### src/rtl/matmul_sequencer.sv
// Run controller for one systolic matmul pass: clear, row fetch, wait for the
// decoder's compute_start, time the compute window, then report done/error.
module matmul_sequencer #(
  parameter int REG_WIDTH      = 16,
  parameter int MATRIX_SIZE    = 4,
  parameter int ADDR_WIDTH     = 8,
  parameter int RD_LAT         = 1,
  parameter int COMPUTE_CYCLES = 10,
  parameter int TIMEOUT        = 32
) (
  input  logic                  clk,
  input  logic                  reset,
  input  logic                  start,
  input  logic [ADDR_WIDTH-1:0] base_addr,
  output logic                  bram_en,
  output logic [ADDR_WIDTH-1:0] bram_addr,
  output logic                  dec_enable,
  output logic                  dec_reset,
  output logic                  acc_clear,
  input  logic                  compute_start,
  output logic                  busy,
  output logic                  done,
  output logic                  error
);

  // state    | meaning
  // IDLE     | waiting for start, decoder held in reset
  // CLEAR    | one-cycle accumulator clear
  // LOAD     | MATRIX_SIZE consecutive row reads
  // WAIT_CS  | waiting for decoder compute_start, bounded by TIMEOUT
  // COMPUTE  | array compute/flush window of COMPUTE_CYCLES
  // DONE     | one-cycle done pulse
  localparam logic [2:0] S_IDLE    = 3'd0;
  localparam logic [2:0] S_CLEAR   = 3'd1;
  localparam logic [2:0] S_LOAD    = 3'd2;
  localparam logic [2:0] S_WAIT_CS = 3'd3;
  localparam logic [2:0] S_COMPUTE = 3'd4;
  localparam logic [2:0] S_DONE    = 3'd5;

  localparam int WORD_WIDTH = MATRIX_SIZE * REG_WIDTH;
  localparam int MAX_AB  = (MATRIX_SIZE > TIMEOUT) ? MATRIX_SIZE : TIMEOUT;
  localparam int CNT_MAX = (MAX_AB > COMPUTE_CYCLES) ? MAX_AB : COMPUTE_CYCLES;
  localparam int CNT_W   = (CNT_MAX > 1) ? $clog2(CNT_MAX) : 1;
  localparam int CNT_W_CHK = (WORD_WIDTH > 0) ? CNT_W : 1;

  localparam logic [CNT_W_CHK-1:0] LOAD_TC    = CNT_W_CHK'(MATRIX_SIZE - 1);
  localparam logic [CNT_W_CHK-1:0] TIMEOUT_TC = CNT_W_CHK'(TIMEOUT - 1);
  localparam logic [CNT_W_CHK-1:0] COMPUTE_TC = CNT_W_CHK'(COMPUTE_CYCLES - 1);

  logic [2:0]            state_q, state_d;
  logic [CNT_W_CHK-1:0]  cnt_q, cnt_d;
  logic [ADDR_WIDTH-1:0] base_q, base_d;
  logic [ADDR_WIDTH-1:0] addr_q, addr_d;
  logic                  err_q, err_d;
  logic [RD_LAT-1:0]     pipe_q, pipe_d;
  logic                  bram_en_q, bram_en_d;
  logic                  dec_reset_q, dec_reset_d;
  logic                  acc_clear_q, acc_clear_d;
  logic                  busy_q, busy_d;
  logic                  done_q, done_d;

  // Down-counter reloaded on every phase entry; terminal count is zero.
  always_comb begin
    state_d = state_q;
    cnt_d   = cnt_q;
    base_d  = base_q;
    err_d   = err_q;
    case (state_q)
      S_IDLE: begin
        if (start) begin
          state_d = S_CLEAR;
          base_d  = base_addr;
          err_d   = 1'b0;
        end
      end
      S_CLEAR: begin
        state_d = S_LOAD;
        cnt_d   = LOAD_TC;
      end
      S_LOAD: begin
        if (cnt_q == '0) begin
          state_d = S_WAIT_CS;
          cnt_d   = TIMEOUT_TC;
        end else begin
          cnt_d = cnt_q - 1'b1;
        end
      end
      S_WAIT_CS: begin
        if (compute_start) begin
          state_d = S_COMPUTE;
          cnt_d   = COMPUTE_TC;
        end else if (cnt_q == '0) begin
          state_d = S_DONE;
          err_d   = 1'b1;
        end else begin
          cnt_d = cnt_q - 1'b1;
        end
      end
      S_COMPUTE: begin
        if (cnt_q == '0) state_d = S_DONE;
        else             cnt_d   = cnt_q - 1'b1;
      end
      S_DONE:  state_d = S_IDLE;
      default: state_d = S_IDLE;
    endcase
  end

  // Outputs are registered from the next state so they align with it.
  always_comb begin
    addr_d      = addr_q;
    if (state_d == S_LOAD) addr_d = (state_q == S_LOAD) ? addr_q + 1'b1 : base_q;
    bram_en_d   = (state_d == S_LOAD);
    acc_clear_d = (state_d == S_CLEAR);
    dec_reset_d = (state_d == S_IDLE) || (state_d == S_CLEAR);
    busy_d      = (state_d != S_IDLE);
    done_d      = (state_d == S_DONE);
    pipe_d      = RD_LAT'({pipe_q, bram_en_q});
  end

  always_ff @(posedge clk or negedge reset) begin
    if (!reset) begin
      state_q     <= S_IDLE;
      cnt_q       <= '0;
      base_q      <= '0;
      addr_q      <= '0;
      err_q       <= 1'b0;
      pipe_q      <= '0;
      bram_en_q   <= 1'b0;
      dec_reset_q <= 1'b1;
      acc_clear_q <= 1'b0;
      busy_q      <= 1'b0;
      done_q      <= 1'b0;
    end else begin
      state_q     <= state_d;
      cnt_q       <= cnt_d;
      base_q      <= base_d;
      addr_q      <= addr_d;
      err_q       <= err_d;
      pipe_q      <= pipe_d;
      bram_en_q   <= bram_en_d;
      dec_reset_q <= dec_reset_d;
      acc_clear_q <= acc_clear_d;
      busy_q      <= busy_d;
      done_q      <= done_d;
    end
  end

  assign bram_en    = bram_en_q;
  assign bram_addr  = addr_q;
  assign dec_enable = pipe_q[RD_LAT-1];
  assign dec_reset  = dec_reset_q;
  assign acc_clear  = acc_clear_q;
  assign busy       = busy_q;
  assign done       = done_q;
  assign error      = err_q;

endmodule

### config.mk
export PLATFORM = sky130hd
export DESIGN_NAME = matmul_sequencer
export DESIGN_NICKNAME = d
export VERILOG_FILES = /design/src/rtl/matmul_sequencer.sv
export SDC_FILE = /design/constraint.sdc
export NUM_CORES = 1
export LEC_CHECK = 0
export BUFFER_PORTS_ARGS = -buffer_cell sky130_fd_sc_hd__buf_2
export CAP_MARGIN = 20
export CORE_ASPECT_RATIO = 0.75
export CORE_MARGIN = 8
export CORE_UTILIZATION = 25
export CTS_CLUSTER_SIZE = 40
export DETAILED_ROUTE_END_ITERATION = 10
export MAX_ROUTING_LAYER = met4
export PLACE_DENSITY = 0.51
export SETUP_SLACK_MARGIN = 0.05
export SLEW_MARGIN = 0
export SYNTH_ARGS = -nofsm -noshare
export SYNTH_HDL_FRONTEND = slang
export SYNTH_SLANG_ARGS = --single-unit
### constraint.sdc
create_clock -name clk -period 2.2 [get_ports clk]
set_input_delay 0.44 -clock clk [delete_from_list [all_inputs] [get_ports clk]]
set_output_delay 0.44 -clock clk [all_outputs]
set_load 0.05 [all_outputs]
==> results.md <==
Outcome:
- The flow ran to the end, and the final reports show no timing, DRC or antenna violations.

Yosys:
- The count of yosys warnings during synthesis is 0.
- Sequential cells were found to cover approximately 50% of the synthesized design area.
- The area share of the largest cell type after synthesis is 47.0%.
- Of all flip-flops after synthesis, the portion carrying an async set or reset was 100%.
- The mean instance size in the synthesized netlist is about 11 um^2.
- Counting flops and latches in the post-synthesis netlist gives 31.
- Sorting the synthesized cells by area gives the leading types as dfrtp_1 47%, mux2_2 5.6%, o21ai_0 3.8%, ha_1 2.4%, a21oi_1 2.2%.
- For this run, the leading register cell type out of synthesis is dfrtp_1.
- The number of nets handed over by synthesis was 165.
- After synthesis the cells add up to about 1600 um^2.
- The largest total area in the synthesized netlist belongs to dfrtp_1.
- After synthesis, the most frequently instantiated cells are 30 x dfrtp_1, 12 x o21ai_0, 9 x nand2_1.
- After technology mapping, the gate count stands at 150.
- The count of unique library cells instantiated by Yosys is 47.
- The number of enable-type register cells in the synthesized netlist is 0.
- Yosys instantiated no cell more often than dfrtp_1.

Critical path:
- The number of buffer and inverter instances along the worst setup path is 2.
- The path depth of the worst reg2reg path is 8.
- The required arrival time at the worst endpoint is 2.36 ns.
- The critical path crosses 8 cells after its start point.
- Traced cell by cell, the critical path runs through inv_1 > ha_1 > nor4b_4 > inv_4 > ha_1 > o22ai_1 > a22oi_1 > o21a_1.
- The kind of end point of the critical path is a flop.
- The data arrival time at the worst-slack endpoint is 2.07 ns.
- In this run the register-to-register setup slack is 0.29 ns.
- The startpoint identified for the worst register-to-register timing path is cnt_q[0].
- The slowest stage cell on the critical path is dfrtp_1.
- The most repeated library cell on the critical path is ha_1.
- The delay of the slowest cell on the worst path is about 0.39 ns.
- The launching element of the worst setup path is cnt_q[0].
- The kind of cell with the highest combined delay along the critical path is adder cells.
- Along the worst path, the maximum fanout reaches 8.
- The endpoint of the worst setup timing path is cnt_q[0].
- The critical register-to-register path endpoint is cnt_q[0].
- The critical path is of the flop to flop type.
- The sort of element at the start of the critical path is a flop.

Global route:
- Global routing consumed, over all layers together, 9.09% of the routing resources.
- The wire length of the first global-routing pass is 6440 um.
- The largest net degree at the start of global routing is 32.
- The initial antenna violation count was 0.
- The via count of the first global-routing pass is around 1,300.
- For this run the aggregate overflow at the end of global routing stands at 0.

Drt:
- The iteration-0 DRC count of the detailed router is 119.
- The via count is 1,232.
- In the final routed layout, each cell accounts on average for around 14 um.
- The length of the first detailed-routing pass in iterations is 4.
- The via-per-instance ratio is 4.72.
- The count of nets left with antenna violations once routing finished came out at 0.
- The DRC violation count after routing is 0.
- After detailed routing, the total wire length is approximately 3600 um.

Floorplan:
- The placeable core area is 6220 um^2.
- The number of placed I/O pins is 27.
- Once the floorplan was initialized, standard cells occupied 25.6% of the core.
- The die covers around 9000 um^2.
- The die is between 100 and 150 um wide.
- The initialized floorplan defines 25 standard-cell rows.
- The die outline height is 85.2 um.

Placement:
- The number of port buffers is 26.
- The detailed placement HPWL is 2630 um.
- Once placement finished, the instance area stood at 1810 um^2.
- The weighted congestion reported at the end of routability-driven placement is 0.865.

STA:
- Adding up every negative setup slack in the final design gives 0 ns.
- The final count of hold timing violations is 0.
- The max-slew violation count is 0.
- The worst slew margin relative to its limit is approximately 52%.
- The post-route clock skew is 0.00616 ns.
- Setup repair after global routing left no endpoint under its margin.
- Setup violations remaining at the end of the flow were counted as 0.
- The transition time of the tightest slew-check pin is 0.713 ns.
- The worst path in the final design needs a cycle of 1.91 ns, including I/O delays and setup.
- The final worst-path cycle share is 86.8%.
- The maximum clock rate is 0.524 GHz.

Layout:
- Cells with a size suffix above 1 make up between 30% and 40% of the layout.
- The area growth from synthesis to layout is 18.3%.
- The number of antenna diodes in the final layout is 0.
- The final-stage net count is 194.
- The cell area after layout is 1890 um^2.

CTS:
- After clock tree synthesis, the setup repair step added 0 buffers.
- The post-cts gate resize count is 0.
- The H-tree was split into 2 levels.
- The CTS root buffer is clkbuf_8.
- TritonCTS built the clock tree.
- The clock buffer count from CTS is 5.
- Counting along the longest clock path gives a buffer depth of 2.
- The later-pin clock latency in the skew report is 0.27 ns.
- The number of hold buffers added after cts is 0.
- The clock drives 31 sinks.
- The register clock-pin slew on the reported worst setup and hold paths is 0.06 ns.

Min path:
- The type of the worst min-delay path is input port to async pin.

Power and ir drop:
- The total power divided by cell area is about 1800 nW/um^2.
- The worst-case IR drop observed on VDD is around 400 uV.
- The static leakage power is 0.000837 uW.

Flow run:
- The number of maximum-capacitance violations is 0.
flip-flops by register name, summed over array words and instances, names as in the netlist:
name        cells
acc_clear       1
base_q          8
bram_addr       8
bram_en         1
busy            1
cnt_q           5
dec_enable      1
dec_reset       1
done            1
error           1
state_q         3
worst reg2reg max path: cells and delay by family (launching register included):
family          cells  cell delay [ns]
fa+ha+maj           2             0.51
compound gates      3             0.41
flops               1             0.39
simple gates        1             0.29
buf+inv             2             0.20
final cells by class:
class	count	area, um^2
clock buffer	7	76.3
clock inverter	1	5.00
fill	648	4340
inverter	9	36.3
multi-input combinational	102	732
sequential	31	777
tap	81	101
timing repair buffer	30	160
layer usage:
metal / GRT usage (%) / up-vias / wire length, um
met3: 2.42 / 5 / 175
met2: 12.2 / 32 / 1530
met1: 12.3 / 591 / 1880
met4: 4.09 / 0 / 70
li1: - / 604 / -
met5: - / - / 0
cells in the final DEF, fill, tap and decap left out, types with 2 or more instances in the layout:
cell type / synthesis / routed
dfrtp_1: 30 / 30
buf_2: 1 / 26
o21ai_0: 12 / 12
nand2_1: 9 / 9
nor2_1: 8 / 8
mux2_2: 8 / 8
inv_1: 7 / 7
a21oi_1: 7 / 7
nand2b_1: 5 / 5
a31oi_1: 5 / 5
clkbuf_8: 0 / 5
buf_4: 4 / 4
a2bb2oi_1: 3 / 3
nor3b_1: 3 / 3
and3_1: 3 / 3
o22ai_1: 3 / 3
o21a_1: 3 / 3
ha_1: 3 / 3
nor3_1: 2 / 2
and2_1: 2 / 2
nand3_1: 2 / 2
o22a_1: 2 / 2
o221ai_1: 2 / 2
clkbuf_1: 1 / 2
how the worst min path moves through the flow:
stage / startpoint / end / slack, ns / depth (start not counted)
after floorplan: reset / acc_clear / 0.14 / 0
after global placement: bram_en / dec_enable / 0.38 / 0
after detailed placement: bram_en / dec_enable / 0.38 / 0
after CTS: reset / base_q[6] / 0.24 / 1
after global routing: reset / state_q[1] / 0.26 / 1
final: reset / state_q[1] / 0.22 / 1
report_power, final:
group	switching, uW	internal [uW]	leakage [uW]
Clock	193	221	0.0000422
Combinational	1130	679	0.000423
Sequential	284	850	0.000372
stage by stage:
step | util [%] | hold slack [ns] | instances | setup slack, ns | power [uW]
2_1_floorplan | - | 0.144 | 150 | 0.379 | 2590
3_3_place_gp | 29.0 | 0.380 | 253 | 0.337 | 2970
3_5_place_dp | 29.0 | 0.376 | 253 | 0.303 | 2970
4_1_cts | 30.3 | 0.243 | 261 | 0.295 | 3400
5_1_grt | 30.3 | 0.260 | 261 | 0.0971 | 3670
6_report | 30.3 | 0.216 | 261 | 0.290 | 3360
cell families (layout without fill, tap and decap cells):
family / Yosys count / count (layout) / synth area share [%]
flip-flops: 31 / 31 / 48.7
buffers and inverters: 17 / 47 / 5.88
XOR/XNOR: 2 / 2 / 1.10
multiplexers: 9 / 9 / 6.27
AO/OA/AOI/OAI: 45 / 45 / 19.0
AND/OR/NAND/NOR: 43 / 43 / 16.7
adder cells (fa/ha/maj): 3 / 3 / 2.35
(Power assumes the default switching activity.)
